### config.mk
export PLATFORM = sky130hd
export DESIGN_NAME = merge_run_sequencer
export DESIGN_NICKNAME = d
export VERILOG_FILES = /design/src/rtl/sort_pkg.sv /design/src/rtl/merge_run_sequencer.sv
export SDC_FILE = /design/constraint.sdc
export NUM_CORES = 1
export LEC_CHECK = 0
export CORE_MARGIN = 1.5
export CORE_UTILIZATION = 27
export CTS_BUF_LIST = sky130_fd_sc_hd__clkbuf_4
export DETAILED_ROUTE_END_ITERATION = 10
export DONT_BUFFER_PORTS = 1
export GPL_ROUTABILITY_DRIVEN = 0
export GPL_TIMING_DRIVEN = 0
export PLACE_DENSITY = 0.45
export SYNTH_ARGS = -nofsm -noshare
export SYNTH_HDL_FRONTEND = slang
export SYNTH_SLANG_ARGS = --single-unit
### constraint.sdc
create_clock -name clk_i -period 6.6 [get_ports clk_i]
set_input_delay 0.33 -clock clk_i [delete_from_list [all_inputs] [get_ports clk_i]]
set_output_delay 0.33 -clock clk_i [all_outputs]
set_load 0.1 [all_outputs]
### src/rtl/sort_pkg.sv
// Shared types and constants for the merge-sort datapath.
// Holds the merge sequencer state encoding and the tie-break policy.
package sort_pkg;

    typedef enum logic [2:0] {
        IDLE,
        MERGE,
        DRAIN_A,
        DRAIN_B,
        FINISH
    } merge_state_e;

    // Equal heads take run A so that the merge is stable.
    localparam logic TIE_PREFERS_A = 1'b1;

endpackage : sort_pkg

### src/rtl/merge_run_sequencer.sv
// One merge step: combines two sorted runs of run_len_i elements from FIFOs A and B
// into one sorted run of 2*run_len_i elements through a one-entry output register.
module merge_run_sequencer
    import sort_pkg::*;
#(
    parameter int width_p         = 8,
    parameter int run_len_width_p = 8
) (
    input  logic                       clk_i,
    input  logic                       reset_i,
    input  logic                       start_i,
    input  logic [run_len_width_p-1:0] run_len_i,
    input  logic [width_p-1:0]         a_data_i,
    input  logic                       a_valid_i,
    output logic                       a_ready_o,
    input  logic [width_p-1:0]         b_data_i,
    input  logic                       b_valid_i,
    output logic                       b_ready_o,
    output logic                       valid_o,
    output logic [width_p-1:0]         data_o,
    input  logic                       ready_i,
    output logic                       busy_o,
    output logic                       done_o
);

    merge_state_e state_q, state_d;

    logic [run_len_width_p-1:0] cnt_a_q, cnt_a_d;
    logic [run_len_width_p-1:0] cnt_b_q, cnt_b_d;
    logic [run_len_width_p-1:0] len_q, len_d;
    logic                       valid_q, valid_d;
    logic [width_p-1:0]         data_q, data_d;
    logic                       last_q, last_d;

    logic slot_free;
    logic a_wins;
    logic pop_a;
    logic pop_b;

    assign slot_free = !valid_q || ready_i;
    assign a_wins    = TIE_PREFERS_A ? (a_data_i <= b_data_i) : (a_data_i < b_data_i);
    assign pop_a     = a_ready_o && a_valid_i;
    assign pop_b     = b_ready_o && b_valid_i;

    // State and datapath registers.
    always_ff @(posedge clk_i) begin
        // NOTE: sequential state uses non-blocking assignments so every flop samples
        // the pre-edge value of every other flop, independent of statement order.
        if (reset_i) begin
            state_q <= IDLE;
            cnt_a_q <= '0;
            cnt_b_q <= '0;
            len_q   <= '0;
            valid_q <= 1'b0;
            data_q  <= '0;
            last_q  <= 1'b0;
        end else begin
            state_q <= state_d;
            cnt_a_q <= cnt_a_d;
            cnt_b_q <= cnt_b_d;
            len_q   <= len_d;
            valid_q <= valid_d;
            data_q  <= data_d;
            last_q  <= last_d;
        end
    end

    // Next state, counters and output-register load.
    always_comb begin
        // NOTE: every variable gets a default before the case so no path leaves it
        // unassigned, which would otherwise infer a latch.
        state_d = state_q;
        len_d   = len_q;
        last_d  = last_q;
        cnt_a_d = cnt_a_q + run_len_width_p'(pop_a);
        cnt_b_d = cnt_b_q + run_len_width_p'(pop_b);

        // A pop refills the register on the same edge the old element leaves.
        if (pop_a || pop_b) begin
            valid_d = 1'b1;
            data_d  = pop_a ? a_data_i : b_data_i;
        end else begin
            valid_d = valid_q && !ready_i;
            data_d  = data_q;
        end

        unique case (state_q)
            IDLE: begin
                if (start_i) begin
                    len_d   = run_len_i;
                    cnt_a_d = '0;
                    cnt_b_d = '0;
                    state_d = (run_len_i == '0) ? FINISH : MERGE;
                end
            end
            MERGE, DRAIN_A, DRAIN_B: begin
                if (pop_a || pop_b) begin
                    if (cnt_a_d == len_q && cnt_b_d == len_q) begin
                        state_d = FINISH;
                        last_d  = 1'b1;
                    end else if (cnt_a_d == len_q) begin
                        state_d = DRAIN_B;
                    end else if (cnt_b_d == len_q) begin
                        state_d = DRAIN_A;
                    end
                end
            end
            FINISH: begin
                if (done_o) begin
                    last_d  = 1'b0;
                    state_d = IDLE;
                end
            end
            default: state_d = IDLE;
        endcase
    end

    // Pop strobes and completion pulse.
    always_comb begin
        a_ready_o = 1'b0;
        b_ready_o = 1'b0;
        done_o    = 1'b0;

        unique case (state_q)
            MERGE: begin
                // Both heads are needed to decide; a lone valid side waits.
                if (a_valid_i && b_valid_i && slot_free) begin
                    a_ready_o = a_wins;
                    b_ready_o = !a_wins;
                end
            end
            DRAIN_A: a_ready_o = a_valid_i && slot_free;
            DRAIN_B: b_ready_o = b_valid_i && slot_free;
            FINISH: begin
                // An empty merge reaches FINISH with nothing in the output register.
                done_o = last_q ? (valid_q && ready_i) : !valid_q;
            end
            default: ;
        endcase
    end

    assign valid_o = valid_q;
    assign data_o  = data_q;
    assign busy_o  = (state_q != IDLE);

endmodule : merge_run_sequencer

# Word-level counts from Yosys, hierarchy flattened

Cells that the tools add are included.

$add $sub $neg: 2
Order comparisons: 1
Equality and inequality tests: 11
Multiplexer cells: 24
Reduce and logical (&&, ||, !) cells: 22

Operator list:

| operator                                            | number |
|---|---|
| 2-to-1 mux 8 bit                                    | 5 |
| 2-to-1 mux 3 bit                                    | 7 |
| adder 8 x 1 -> 8 bit                                | 2 |
| equality test 8 bit                                 | 2 |
| logical AND 1 bit                                   | 9 |
| one-hot mux 3 bit (3 select lines)                  | 1 |
| less-or-equal comparator 8 bit                      | 1 |
| logical NOT 8 bit                                   | 1 |
| 2-to-1 mux 1 bit                                    | 8 |
| != test 2 bit, second input constant                | 4 |
| AND reduction 4 bit                                 | 2 |
| equality test 3 x 2 -> 1 bit, second input constant | 2 |
| one-hot mux 1 bit (2 select lines)                  | 3 |
| != test 4 bit, second input constant                | 1 |
| equality test 3 x 1 -> 1 bit, second input constant | 1 |
| equality test 3 bit, second input constant          | 1 |
| logical NOT 1 bit                                   | 3 |
| logical NOT 3 bit                                   | 1 |
| nonzero test 3 bit                                  | 1 |
| OR reduction 3 bit                                  | 1 |
| logical OR 1 bit                                    | 2 |
| AND reduction 2 bit                                 | 1 |
| nonzero test 2 bit                                  | 1 |

Register bits after elaboration: 37
Word-level logic and storage cells: 67

# Longest topological paths before layout

Depth after elaboration: 13
Depth in mapped cells: 19
Mapped depth without buffers: 19

# Worst setup path before layout

OpenSTA, ideal clock, no wires.

Path type: input to output
Start: input port b_data_i[1]
End: output port a_ready_o
Arrival: 3382 ps
Setup slack: 2888 ps
Stages on the path: 8
Path buffers: 0
Cells stage by stage: inv_1 -> ha_1 -> nor2b_1 -> o21a_1 -> o21a_1 -> o21bai_1 -> a21oi_1 -> o21ai_0

Cells in the longest elaborated chain, start to end: 3

RTL lines:

| element                            | line                       | text |
|---|---|---|
| start: declaration                 | merge_run_sequencer.sv:16  | `input logic [width_p-1:0] b_data_i,` |
| less-or-equal comparator 8 bit     | merge_run_sequencer.sv:41  | `assign a_wins = TIE_PREFERS_A ? (a_data_i <= b_data_i) : (a_data_i < b_data_i);` |
| 2-to-1 mux 1 bit                   | merge_run_sequencer.sv:127 | `if (a_valid_i && b_valid_i && slot_free) begin` |
| one-hot mux 1 bit (2 select lines) | merge_run_sequencer.sv:124 | `unique case (state_q)` |
| end: declaration                   | merge_run_sequencer.sv:15  | `output logic a_ready_o,` |

No other way between the ends.

# Worst setup path after layout

Start: register valid_q, in the netlist valid_o
End: register state_q[2]

Cells in the longest elaborated chain, start to end: 12
Elaborated cells between the ends (all ways): 28

RTL lines:

| element                                               | line                                                                              | text |
|---|---|---|
| start: declaration                                    | merge_run_sequencer.sv:31                                                         | `logic valid_q, valid_d;` |
| start signal: assignment                              | merge_run_sequencer.sv:62                                                         | `valid_q <= valid_d;` |
| logical NOT 1 bit                                     | merge_run_sequencer.sv:40, merge_run_sequencer.sv:136                             |  |
| logical OR 1 bit                                      | merge_run_sequencer.sv:40                                                         | `assign slot_free = !valid_q \|\| ready_i;` |
| logical AND 1 bit                                     | merge_run_sequencer.sv:127                                                        |  |
| 2-to-1 mux 1 bit                                      | merge_run_sequencer.sv:127                                                        |  |
| one-hot mux 1 bit (2 select lines)                    | merge_run_sequencer.sv:124                                                        |  |
| logical AND 1 bit, on equally long branches           | merge_run_sequencer.sv:42, merge_run_sequencer.sv:43                              |  |
| adder 8 x 1 -> 8 bit, on equally long branches        | merge_run_sequencer.sv:75, merge_run_sequencer.sv:76                              |  |
| equality test 8 bit, on equally long branches         | merge_run_sequencer.sv:98, merge_run_sequencer.sv:101, merge_run_sequencer.sv:103 |  |
| 2-to-1 mux 3 bit or logical AND 1 bit (tied branches) | merge_run_sequencer.sv:101, merge_run_sequencer.sv:98                             |  |
| 2-to-1 mux 3 bit                                      | merge_run_sequencer.sv:98                                                         | `if (cnt_a_d == len_q && cnt_b_d == len_q) begin` |
| 2-to-1 mux 3 bit                                      | merge_run_sequencer.sv:97                                                         | `if (pop_a \|\| pop_b) begin` |
| one-hot mux 3 bit (3 select lines)                    | merge_run_sequencer.sv:87                                                         | `unique case (state_q)` |
| end signal: assignment                                | merge_run_sequencer.sv:58                                                         | `state_q <= state_d;` |
| end: declaration                                      | merge_run_sequencer.sv:26                                                         | `merge_state_e state_q, state_d;` |

Parallel ways exist; a longest one is shown, timed or not. The select of a mux whose other input is x is not followed.
A chain may end at the register's enable or synchronous reset.

==> metrics.md <==
| Metric | Value |
|---|---|
| Outcome | `finished, final reports clean` |
| Most common cell after layout, fill and taps aside | `dfxtp_1` |
| Comb pwr share | `0.372` |
| Mapped Nets | `around 290` |
| Antenna violations before repair | `0` |
| Fillers | `820` |
| Post-synth cell types | `39` |
| Clk_skew | `0.01435 ns` |
| Min-delay src | `reset_i` |
| Drt via density | `around 4.7` |
| Crit path top cell by count | `ha_1` |
| All-layer global routing usage | `0.1246` |
| RR Startpoint | `valid_o$_SDFF_PP0_` |
| Detailed placement HPWL | `~3.8 mm` |
| Port Buffer Count | `0` |
| Pwr dens | `approximately 350 mW/mm2` |
| Share of layout cells above drive strength 1 | `0.08108` |
| Max Fanout on Critical Path | `9` |
| Vias | `1705` |
| Routed Antenna Nets | `0` |
| Chip Height | `about 90 um` |
| Setup repair bufs after CTS | `0` |
| Routed wire length | `around 4.8 mm` |
| CP Launch Type | `register` |
| Worst vdd ir | `approximately 0.13 mV` |
| Die extent in x | `roughly 91 um` |
| CTS Buf Count | `5` |
| Final-report setup violation count | `0` |
| Cell area after synthesis | `between 0.002 and 0.0025 mm2` |
| YS warnings | `0` |
| Switch Pwr | `406.6 uW` |
| Final Hold Fails | `0` |
| Synth-to-Final Area Change | `8.644%` |
| Grt total ovfl | `0` |
| Post-synth EDFFs | `0` |
| Io pins | `43` |
| Setup TNS | `0 ns` |
| 1st-iter DRT viols | `roughly 100` |
| Sequential Power Share | `0.485` |
| Vias in the first global route | `around 1600` |
| Core Region | `0.007647 mm2` |
| Drt wl/cell | `around 13 um` |
| First-pass iteration count of the detailed router | `4` |
| Slew Viols, Final | `0` |
| Sw Share | `0.5109` |
| Final worst-path cycle share | `0.6197` |
| Clock root buffer | `clkbuf_4` |
| # resized after CTS | `0` |
| Worst slew margin | `0.2812` |
| Crit path capture type | `register` |
| CTS tree | `done` |
| Clock transition at path regs | `~0.1 ns` |
| Worst-Skew Late Latency | `0.33 ns` |
| Sequential area share after synthesis | `0.3505` |
| Leak Pwr | `0.8683 nW` |
| Htree depth | `2` |
| RSZ-0062 raised after global routing | `false` |
| Largest net degree at the start of global routing | `12` |
| Hold buffers post-CTS | `0` |
| DRC Markers | `0` |
| FP Rows | `32` |
| Most frequent cells in the layout | `dfxtp_1, nor2_1, nand2_1, a21oi_1, xnor2_1` |
| DIE AREA | `between 0.008 and 0.009 mm2` |
| Crit-path slowest cell | `dfxtp_1` |
| Worst-case clock buffer depth | `2` |
| Worst slew pin tran | `1.078 ns` |
| Fmax | `between 0.2 and 0.25 GHz` |
| Global-route wire length before repair | `8.190 mm` |
| Worst EP arrival | `~4.3 ns` |
| Crit path kind | `reg2reg` |
| CP startpoint | `valid_o$_SDFF_PP0_` |
| Internal Power | `roughly 400 uW` |
| Tmin final | `between 4 and 5 ns` |
| Worst-path cell chain | `a21oi_1 > nand4_1 > o21ai_0 > buf_2 > ha_1 > ha_1 > xnor2_1 > a2111oi_1 > o211ai_1 > nor4_2 > and2_2 > o21ai_1 > a211oi_2` |
| Max-Cap Viols | `0` |
| Tot Pwr | `between 700 and 800 uW` |
| CTS sink cnt | `37` |
| # diodes | `0` |
| Worst path required time | `just under 7 ns` |
| Seq cells post-synth | `37` |
| Syn Area/Cell | `8.386 um2` |
| Layout net count | `between 300 and 400` |
| Most used flip-flop cell after synthesis | `dfxtp_1` |
| Initial core utilization | `0.2763` |
| Clock power frac | `0.143` |
| Worst path max stage delay | `about 1.0 ns` |
| Share of flip-flops with an asynchronous set or reset | `0` |
| Post-Synthesis Cells | `252` |
| Min-delay worst type | `in2reg` |
==> worst max-delay path, delay by kind of cell, from the launching register on <==
family / cells / cell delay [ns]
buffers and inverters: 1 / 0.23
XOR/XNOR: 1 / 0.16
AND/OR/NAND/NOR: 3 / 0.83
flip-flops: 1 / 1.04
AO/OA/AOI/OAI: 6 / 1.26
adder cells (fa/ha/maj): 2 / 0.48
==> kinds of logic after synthesis <==
family,count (synthesis),share of synthesized area
flops,37,0.3505
compound gates,48,0.1545
mux,10,0.04796
simple gates,99,0.2333
xor+xnor,25,0.1036
fa+ha+maj,12,0.07105
buf+inv,21,0.03907
==> final cells by class <==
type | instances | area [um2] | area share
plain buffers | 9 | 37.54 | 0.01635
multi-input cells | 194 | 1296 | 0.5646
flip-flops and latches | 37 | 740.7 | 0.3226
clock buffers | 5 | 37.54 | 0.01635
clock inverters | 2 | 11.26 | 0.004905
well taps | 102 | 127.6 | 0.05559
inverters | 12 | 45.04 | 0.01962
==> through the flow <==
stage / worst slack, ns / cells / area [um2] / utilization / hold WS, ns
2_1_floorplan: 2.888 / 252 / 2113 / - / 0.3997
3_3_place_gp: 2.441 / 354 / 2241 / 0.2930 / 0.4027
3_5_place_dp: 2.420 / 354 / 2247 / 0.2938 / 0.4039
4_1_cts: 2.472 / 361 / 2296 / 0.3002 / 0.03989
5_1_grt: 2.200 / 361 / 2296 / 0.3002 / 0.04107
6_report: 2.510 / 361 / 2296 / 0.3002 / 0.06002
==> final timing paths <==
kind / end / slack, ns / depth (start not counted)
worst min-delay path: state_q[1]$_SDFFE_PP0P_ / 0.06 / 1
worst max-delay path: state_q[2]$_SDFFE_PP0P_ / 2.51 / 13
worst max register to register: state_q[2]$_SDFFE_PP0P_ / 2.51 / 13
worst min register to register: len_q[5]$_SDFFE_PP0P_ / 0.52 / 2
==> cell usage after synthesis (5+ instances only) <==
cell,n,area (um2)
xor2_1,12,105.1
a21oi_1,18,90.09
xnor2_1,13,113.9
ha_1,12,150.1
and2_1,6,37.54
inv_1,12,45.04
nor4_1,5,31.28
nand3_1,7,35.03
clkbuf_1,6,22.52
dfxtp_1,37,740.7
a211oi_1,11,82.58
nor2_1,33,123.9
mux2i_1,9,90.09
nand2_1,25,93.84
==> metal layers <==
layer  GRT usage  part of all wire  routed length (um)  up-vias
met5           0                 0                   0        -
met3     0.03183             0.058                 281        5
met1      0.1585              0.46                2223      775
met2      0.2052              0.47                2261       38
li1            -                 -                   -      887
met4     0.03906             0.010                  50        0
==> sequential cells by signal, summed over array words and instances (netlist names) <==
name,count
last_q,1
len_q,8
cnt_a_q,8
data_o,8
valid_o,1
cnt_b_q,8
state_q,3
==> power groups by stage <==
| stage | logic [mW] | registers, mW | clock network, mW |
|---|---|---|---|
| after floorplan | 0.245 | 0.382 | 0 |
| after global placement | 0.297 | 0.392 | 0 |
| after detailed placement | 0.299 | 0.392 | 0 |
| after CTS | 0.300 | 0.387 | 0.120 |
| after global routing | 0.334 | 0.391 | 0.127 |
| final | 0.296 | 0.386 | 0.114 |
Power figures use the tool's default switching activity.
